<file path="src/rtl/axi_hgate_mc_wrapper.sv">
// AXI4-Lite slave fronting NUM_CH H-Gate cores: per-channel address windows,
// independent AW/W holding registers, busy-write protection and a W1C IRQ block.
module axi_hgate_mc_wrapper #(
  parameter int C_S_AXI_DATA_WIDTH = 32,
  parameter int C_S_AXI_ADDR_WIDTH = 12,
  parameter int NUM_CH             = 4
) (
  input  logic                              S_AXI_ACLK,
  input  logic                              S_AXI_ARESET,
  input  logic [C_S_AXI_ADDR_WIDTH-1:0]     S_AXI_AWADDR,
  input  logic                              S_AXI_AWVALID,
  output logic                              S_AXI_AWREADY,
  input  logic [C_S_AXI_DATA_WIDTH-1:0]     S_AXI_WDATA,
  input  logic [C_S_AXI_DATA_WIDTH/8-1:0]   S_AXI_WSTRB,
  input  logic                              S_AXI_WVALID,
  output logic                              S_AXI_WREADY,
  output logic [1:0]                        S_AXI_BRESP,
  output logic                              S_AXI_BVALID,
  input  logic                              S_AXI_BREADY,
  input  logic [C_S_AXI_ADDR_WIDTH-1:0]     S_AXI_ARADDR,
  input  logic                              S_AXI_ARVALID,
  output logic                              S_AXI_ARREADY,
  output logic [C_S_AXI_DATA_WIDTH-1:0]     S_AXI_RDATA,
  output logic [1:0]                        S_AXI_RRESP,
  output logic                              S_AXI_RVALID,
  input  logic                              S_AXI_RREADY,
  output logic [NUM_CH-1:0]                 CH_WE,
  output logic [7:0]                        CH_WADDR,
  output logic [C_S_AXI_DATA_WIDTH-1:0]     CH_WDATA,
  output logic [7:0]                        CH_RADDR,
  input  logic [C_S_AXI_DATA_WIDTH*NUM_CH-1:0] CH_RDATA,
  input  logic [NUM_CH-1:0]                 CH_BUSY,
  output logic                              IRQ
);

  localparam int                 WIN_W    = C_S_AXI_ADDR_WIDTH - 8;
  localparam logic [WIN_W-1:0]   CTRL_WIN = WIN_W'(NUM_CH);
  localparam logic [1:0]         SLVERR   = 2'b10;

  logic                          aw_full_p0, w_full_p0, ar_full_p0;
  logic [C_S_AXI_ADDR_WIDTH-1:0] aw_addr_p0, ar_addr_p0;
  logic [C_S_AXI_DATA_WIDTH-1:0] w_data_p0;
  logic [C_S_AXI_DATA_WIDTH/8-1:0] w_strb_p0;
  logic                          awready_q, wready_q, arready_q, bvalid_p1, rvalid_p1;
  logic [1:0]                    bresp_p1, rresp_p1;
  logic [C_S_AXI_DATA_WIDTH-1:0] rdata_p1;
  logic [NUM_CH-1:0]             status_q, enable_q, busy_d;

  logic aw_hs, w_hs, ar_hs, b_hs, r_hs, issue, rd_go;
  logic aw_full_nxt, w_full_nxt, ar_full_nxt, bvalid_nxt, rvalid_nxt;

  assign aw_hs = S_AXI_AWVALID & awready_q;
  assign w_hs  = S_AXI_WVALID  & wready_q;
  assign ar_hs = S_AXI_ARVALID & arready_q;
  assign b_hs  = bvalid_p1 & S_AXI_BREADY;
  assign r_hs  = rvalid_p1 & S_AXI_RREADY;
  // Reset gates issue so no core strobe escapes in the reset cycle.
  assign issue = aw_full_p0 & w_full_p0 & ~bvalid_p1 & ~S_AXI_ARESET;
  assign rd_go = ar_full_p0 & ~rvalid_p1;

  assign aw_full_nxt = (aw_full_p0 & ~issue) | aw_hs;
  assign w_full_nxt  = (w_full_p0  & ~issue) | w_hs;
  assign ar_full_nxt = (ar_full_p0 & ~rd_go) | ar_hs;
  assign bvalid_nxt  = (bvalid_p1 & ~b_hs) | issue;
  assign rvalid_nxt  = (rvalid_p1 & ~r_hs) | rd_go;

  logic [WIN_W-1:0]  w_win, r_win;
  logic [7:0]        w_off, r_off;
  logic [NUM_CH-1:0] w_sel, sts_clr;
  logic              w_core, w_ctrl, w_busy, w_err, en_wr;

  assign w_win  = aw_addr_p0[C_S_AXI_ADDR_WIDTH-1:8];
  assign w_off  = aw_addr_p0[7:0];
  assign w_ctrl = (w_win == CTRL_WIN);

  always_comb begin
    w_core = 1'b0;
    w_sel  = '0;
    w_busy = 1'b0;
    for (int k = 0; k < NUM_CH; k++) begin
      if (w_win == WIN_W'(k)) begin
        w_core   = 1'b1;
        w_sel[k] = 1'b1;
        w_busy   = CH_BUSY[k];
      end
    end
    w_err = 1'b0;
    if (!w_core && !w_ctrl)                   w_err = 1'b1;
    else if (w_strb_p0 != '1)                 w_err = 1'b1;
    else if (w_core && w_busy)                w_err = 1'b1;
    else if (w_ctrl && w_off != 8'h00 && w_off != 8'h04) w_err = 1'b1;
  end

  assign CH_WE    = (issue && !w_err && w_core) ? w_sel : '0;
  assign CH_WADDR = issue ? w_off : '0;
  assign CH_WDATA = issue ? w_data_p0 : '0;
  assign sts_clr  = (issue && !w_err && w_ctrl && w_off == 8'h00) ? w_data_p0[NUM_CH-1:0] : '0;
  assign en_wr    = issue && !w_err && w_ctrl && (w_off == 8'h04);

  logic [C_S_AXI_DATA_WIDTH-1:0] r_data;
  logic                          r_err;

  assign r_win = ar_addr_p0[C_S_AXI_ADDR_WIDTH-1:8];
  assign r_off = ar_addr_p0[7:0];

  always_comb begin
    r_data = '0;
    r_err  = 1'b1;
    for (int k = 0; k < NUM_CH; k++) begin
      if (r_win == WIN_W'(k)) begin
        r_data = CH_RDATA[C_S_AXI_DATA_WIDTH*k +: C_S_AXI_DATA_WIDTH];
        r_err  = 1'b0;
      end
    end
    if (r_win == CTRL_WIN) begin
      case (r_off)
        8'h00:   begin r_data = C_S_AXI_DATA_WIDTH'(status_q); r_err = 1'b0; end
        8'h04:   begin r_data = C_S_AXI_DATA_WIDTH'(enable_q); r_err = 1'b0; end
        8'h08:   begin r_data = C_S_AXI_DATA_WIDTH'(CH_BUSY);  r_err = 1'b0; end
        8'h0C:   begin r_data = {24'h484701, 8'(NUM_CH)};      r_err = 1'b0; end
        default: r_data = '0;
      endcase
    end
  end

  // Stage p0: holding registers; stage p1: B/R responses and control state.
  always_ff @(posedge S_AXI_ACLK) begin
    if (S_AXI_ARESET) begin
      aw_full_p0 <= 1'b0;
      w_full_p0  <= 1'b0;
      ar_full_p0 <= 1'b0;
      ar_addr_p0 <= '0;
      awready_q  <= 1'b0;
      wready_q   <= 1'b0;
      arready_q  <= 1'b0;
      bvalid_p1  <= 1'b0;
      rvalid_p1  <= 1'b0;
      bresp_p1   <= 2'b00;
      rresp_p1   <= 2'b00;
      rdata_p1   <= '0;
      status_q   <= '0;
      enable_q   <= '0;
      busy_d     <= '0;
    end else begin
      aw_full_p0 <= aw_full_nxt;
      w_full_p0  <= w_full_nxt;
      ar_full_p0 <= ar_full_nxt;
      awready_q  <= ~aw_full_nxt;
      wready_q   <= ~w_full_nxt;
      arready_q  <= ~ar_full_nxt & ~rvalid_nxt;
      bvalid_p1  <= bvalid_nxt;
      rvalid_p1  <= rvalid_nxt;
      busy_d     <= CH_BUSY;
      status_q   <= (status_q & ~sts_clr) | (busy_d & ~CH_BUSY);
      if (ar_hs) ar_addr_p0 <= S_AXI_ARADDR;
      if (issue) bresp_p1 <= w_err ? SLVERR : 2'b00;
      if (en_wr) enable_q <= w_data_p0[NUM_CH-1:0];
      if (rd_go) begin
        rdata_p1 <= r_err ? '0 : r_data;
        rresp_p1 <= r_err ? SLVERR : 2'b00;
      end
    end
  end

  always_ff @(posedge S_AXI_ACLK) begin
    if (aw_hs) aw_addr_p0 <= S_AXI_AWADDR;
    if (w_hs) begin
      w_data_p0 <= S_AXI_WDATA;
      w_strb_p0 <= S_AXI_WSTRB;
    end
  end

  assign S_AXI_AWREADY = awready_q;
  assign S_AXI_WREADY  = wready_q;
  assign S_AXI_ARREADY = arready_q;
  assign S_AXI_BVALID  = bvalid_p1;
  assign S_AXI_BRESP   = bresp_p1;
  assign S_AXI_RVALID  = rvalid_p1;
  assign S_AXI_RRESP   = rresp_p1;
  assign S_AXI_RDATA   = rdata_p1;
  assign CH_RADDR      = ar_addr_p0[7:0];
  assign IRQ           = |(status_q & enable_q);

endmodule

</file>
<file path="config.mk">
export PLATFORM = sky130hd
export DESIGN_NAME = axi_hgate_mc_wrapper
export DESIGN_NICKNAME = d
export VERILOG_FILES = /design/src/rtl/axi_hgate_mc_wrapper.sv
export SDC_FILE = /design/constraint.sdc
export NUM_CORES = 1
export LEC_CHECK = 0
export BUFFER_PORTS_ARGS = -buffer_cell sky130_fd_sc_hd__buf_4
export CAP_MARGIN = 20
export CELL_PAD_IN_SITES_DETAIL_PLACEMENT = 1
export CELL_PAD_IN_SITES_GLOBAL_PLACEMENT = 2
export CORE_MARGIN = 2
export CORE_UTILIZATION = 28
export CTS_BUF_LIST = sky130_fd_sc_hd__clkbuf_16
export CTS_CLUSTER_SIZE = 28
export DETAILED_ROUTE_END_ITERATION = 8
export GPL_TIMING_DRIVEN = 0
export HOLD_SLACK_MARGIN = 0.12
export PLACE_DENSITY = 0.82
export REMOVE_ABC_BUFFERS = 1
export SYNTH_ARGS = -nofsm -noshare
export SYNTH_HDL_FRONTEND = slang
export SYNTH_SLANG_ARGS = --single-unit
</file>
<file path="constraint.sdc">
create_clock -name S_AXI_ACLK -period 3.8 [get_ports S_AXI_ACLK]
set_input_delay 0.38 -clock S_AXI_ACLK [delete_from_list [all_inputs] [get_ports S_AXI_ACLK]]
set_output_delay 0.38 -clock S_AXI_ACLK [all_outputs]
set_load 0.02 [all_outputs]
</file>
==> results.ini <==
[power_and_ir_drop]
p_leak_uw = 0.003608
irDropWorstVdd_uv = 283.5
p_sw_frac = 0.2480
clockPowerShare = 0.459
p_switching_uw = 849.1
cellInternalPower_uw = 2575
power_frac_comb = 0.138
p_seq_frac = 0.402
power_density_nw_per_um2 = 389.1

[floorplan]
die_h_microns = 144.3
initial_utilization = 0.2843
fp.dieArea_sq_um = 20840
core_area_sq_um = 19400
die_x_microns = 144.3
pin_count = 293
rows = 51

[layout]
fin_nets = 1002
diodes = 0
fin_cells = 1081
drive_gt1_frac = 0.4534
syn_to_final_growth_pct = 59.55
fill_cells = 2166

[logic_synthesis]
syn_inst = 496
synthTopCellsByArea = edfxtp_1, dfxtp_1, mux4_2
yosys.cell_types.count = 53
synth.top_cell.area_share = 0.2613
yosysWarnings = 0
yosysTopAreaCell = edfxtp_1
syn_area_per_cell_sq_um = 11.12
synth-seq-area-share = 0.5009
synth-seq-cells = 114
synth-edff-count = 48
netlist_top_cells_count = dfxtp_1, edfxtp_1, nand2_1
ys.flop_type = dfxtp_1
synthesis.area_sq_um = 5515
synth_most_common_cell = dfxtp_1
ys_async_sr_fraction = 0

[clock_tree]
path_clk_slew_ns = 0.06
cts_sinks = 114
root_buffer = clkbuf_16
h-tree-depth = 4
clk-insertion-delay-late_ns = 0.42
cts_tree = yes
numCtsBuffers = 17
cts_buffer_depth = 2
post_cts_resized = 0

[detailed_routing]
drt-initial-drc-count = 132
dr.pass1.iters = 4
drc_errors = 0
vias = 5128
wl_mm = 20.06
viasPerCell = 4.744
drtAntennaViolNets = 0
detail_route.wl_per_cell_microns = 18.56

[run_status]
status = completed

[setup_path]
worstSetupEndpointType = output pin
arrival_ns = 2.27
critPathLaunchType = primary input
crit_required_ns = 3.42
crit_type = primary input to output pin
reg2reg_slack_ns = 1.22
critical_path.max_fanout = 66

[hold_path]
hold_path.class = primary input to register

[timing]
period_minus_slack_ns = 2.648
relSlewSlack = 0.2692
rsz0062_at_grt = no
setup_viol = 0
final.setup_skew_ns = 0.008195
timing.fmax_ghz = 0.3776
hold_viol_final = 0
fin_crit_sh = 0.6970
finalMaxSlewViolations = 0
worst_slew_pin_slew_ns = 1.093
holdWs_ns = 0.1376

[placed_design]
hpwl_mm = 14.48
post-place-cells = 1009
place_congestion = 0.7664
io_buffer_count = 290

[grt]
grt_max_degree = 67
grt_usage = 0.1861
grt_pass1_vias = 5448
grt_pass1_wl_mm = 29.16
grt_overflow = 0
antenna_found_initial = 0

[run]
cap_violations = 0

-- stage by stage --
| step | power [uW] | TNS (ns) | utilization | cell area, sq um | worst slack [ns] |
|---|---|---|---|---|---|
| after floorplan | 1575 | 0 | - | 5228 | 1.198 |
| after global placement | 1826 | -9.187 | 0.3988 | 7736 | -0.2490 |
| after detailed placement | 1843 | 0 | 0.4029 | 7816 | 1.213 |
| after CTS | 3463 | 0 | 0.4500 | 8730 | 1.198 |
| after global routing | 3573 | 0 | 0.4536 | 8800 | 1.015 |
| final | 3424 | 0 | 0.4536 | 8800 | 1.152 |
-- cell usage in the layout (no fill, tap or decap), drive strengths merged, types with 2 or more instances in the layout --
| cell type | Yosys | layout |
|---|---|---|
| a21oi | 31 | 31 |
| a221oi | 6 | 6 |
| a22oi | 23 | 23 |
| a311oi | 5 | 5 |
| a31oi | 4 | 4 |
| and2 | 45 | 45 |
| buf | 20 | 294 |
| bufinv | 0 | 2 |
| clkbuf | 27 | 17 |
| clkinv | 0 | 5 |
| clkinvlp | 0 | 4 |
| conb | 1 | 2 |
| dfxtp | 66 | 66 |
| dlygate4sd3 | 0 | 40 |
| edfxtp | 48 | 48 |
| inv | 12 | 16 |
| mux2i | 14 | 14 |
| mux4 | 22 | 22 |
| nand2 | 47 | 47 |
| nand2b | 3 | 3 |
| nand3 | 2 | 2 |
| nand4 | 6 | 6 |
| nor2 | 39 | 39 |
| nor2b | 5 | 5 |
| nor3 | 6 | 6 |
| nor3b | 2 | 2 |
| nor4 | 9 | 9 |
| nor4b | 3 | 3 |
| o211ai | 6 | 6 |
| o21a | 6 | 6 |
| o21ai | 13 | 13 |
| o2bb2ai | 6 | 6 |
| o31ai | 4 | 4 |
| or2 | 2 | 2 |
| or3 | 2 | 2 |
-- sequential cells by signal, summed over array words and instances, names as in the netlist, 4 cells and up --
signal,flops
busy_d,4
w_data_p0,32
ar_addr_p0,12
aw_addr_p0,12
enable_q,4
status_q,4
w_strb_p0,4
S_AXI_RDATA,32
-- worst max-delay path, cell delays in order --
cell	delay, ns
buf_4	0.33
nand4bb_4	0.40
nor4_1	0.46
nand2_1	0.17
nor3b_1	0.30
buf_4	0.20
-- path summary, 6_finish.rpt --
| check | from | end | cells past startpoint |
|---|---|---|---|
| worst min-delay path | S_AXI_WDATA[0] | w_data_p0[0]$_DFFE_PP_ | 1 |
| worst max-delay path | S_AXI_ARESET | CH_WE[3] | 6 |
| worst min register to register | S_AXI_RRESP[1]$_SDFFE_PP0P_ | S_AXI_RRESP[1]$_SDFFE_PP0P_ | 2 |
| worst max register to register | S_AXI_RVALID$_SDFF_PP0_ | S_AXI_RDATA[30]$_SDFFE_PP0P_ | 4 |
-- area by class of cell --
type	count	area, sq um	share of cell area
Timing Repair Buffer	334	2648	0.3009
Sequential cell	114	2764	0.3141
Clock inverter	15	157.7	0.01792
Multi-Input combinational cell	324	2429	0.2760
Inverter	12	45.04	0.005119
Clock buffer	17	425.4	0.04834
Tap cell	265	331.6	0.03768
-- per-layer routing --
metal / track usage / up-vias / routed length [microns]
li1: - / 2436 / -
met1: 0.1983 / 2478 / 7643
met2: 0.3455 / 185 / 10500
met3: 0.05397 / 29 / 1428
met4: 0.07154 / 0 / 491
met5: 0 / - / 0
-- power groups by stage --
stage | clock (uW) | sequential (uW) | combinational (uW)
after CTS | 1620 | 1380 | 470
final | 1570 | 1380 | 474
after floorplan | 0 | 1420 | 154
after detailed placement | 0 | 1400 | 440
after global placement | 0 | 1410 | 416
after global routing | 1680 | 1390 | 510
-- cell families (layout without fill, tap and decap cells) --
kind of cell           Yosys count  after routing  synth area share
AND/OR/NAND/NOR                177            177            0.1785
flip-flops                     114            114            0.5009
AO/OA/AOI/OAI                  108            108            0.1416
buffers and inverters           59            378           0.06102
multiplexers                    37             37            0.1173
other                            1              2         0.0006799
-- what timing repair did --
action	in CTS	in global routing
hold buffers	33	7
endpoints found under the hold margin	33	7
setup buffers	0	0
No activity file was read; power rests on OpenSTA's default activity.
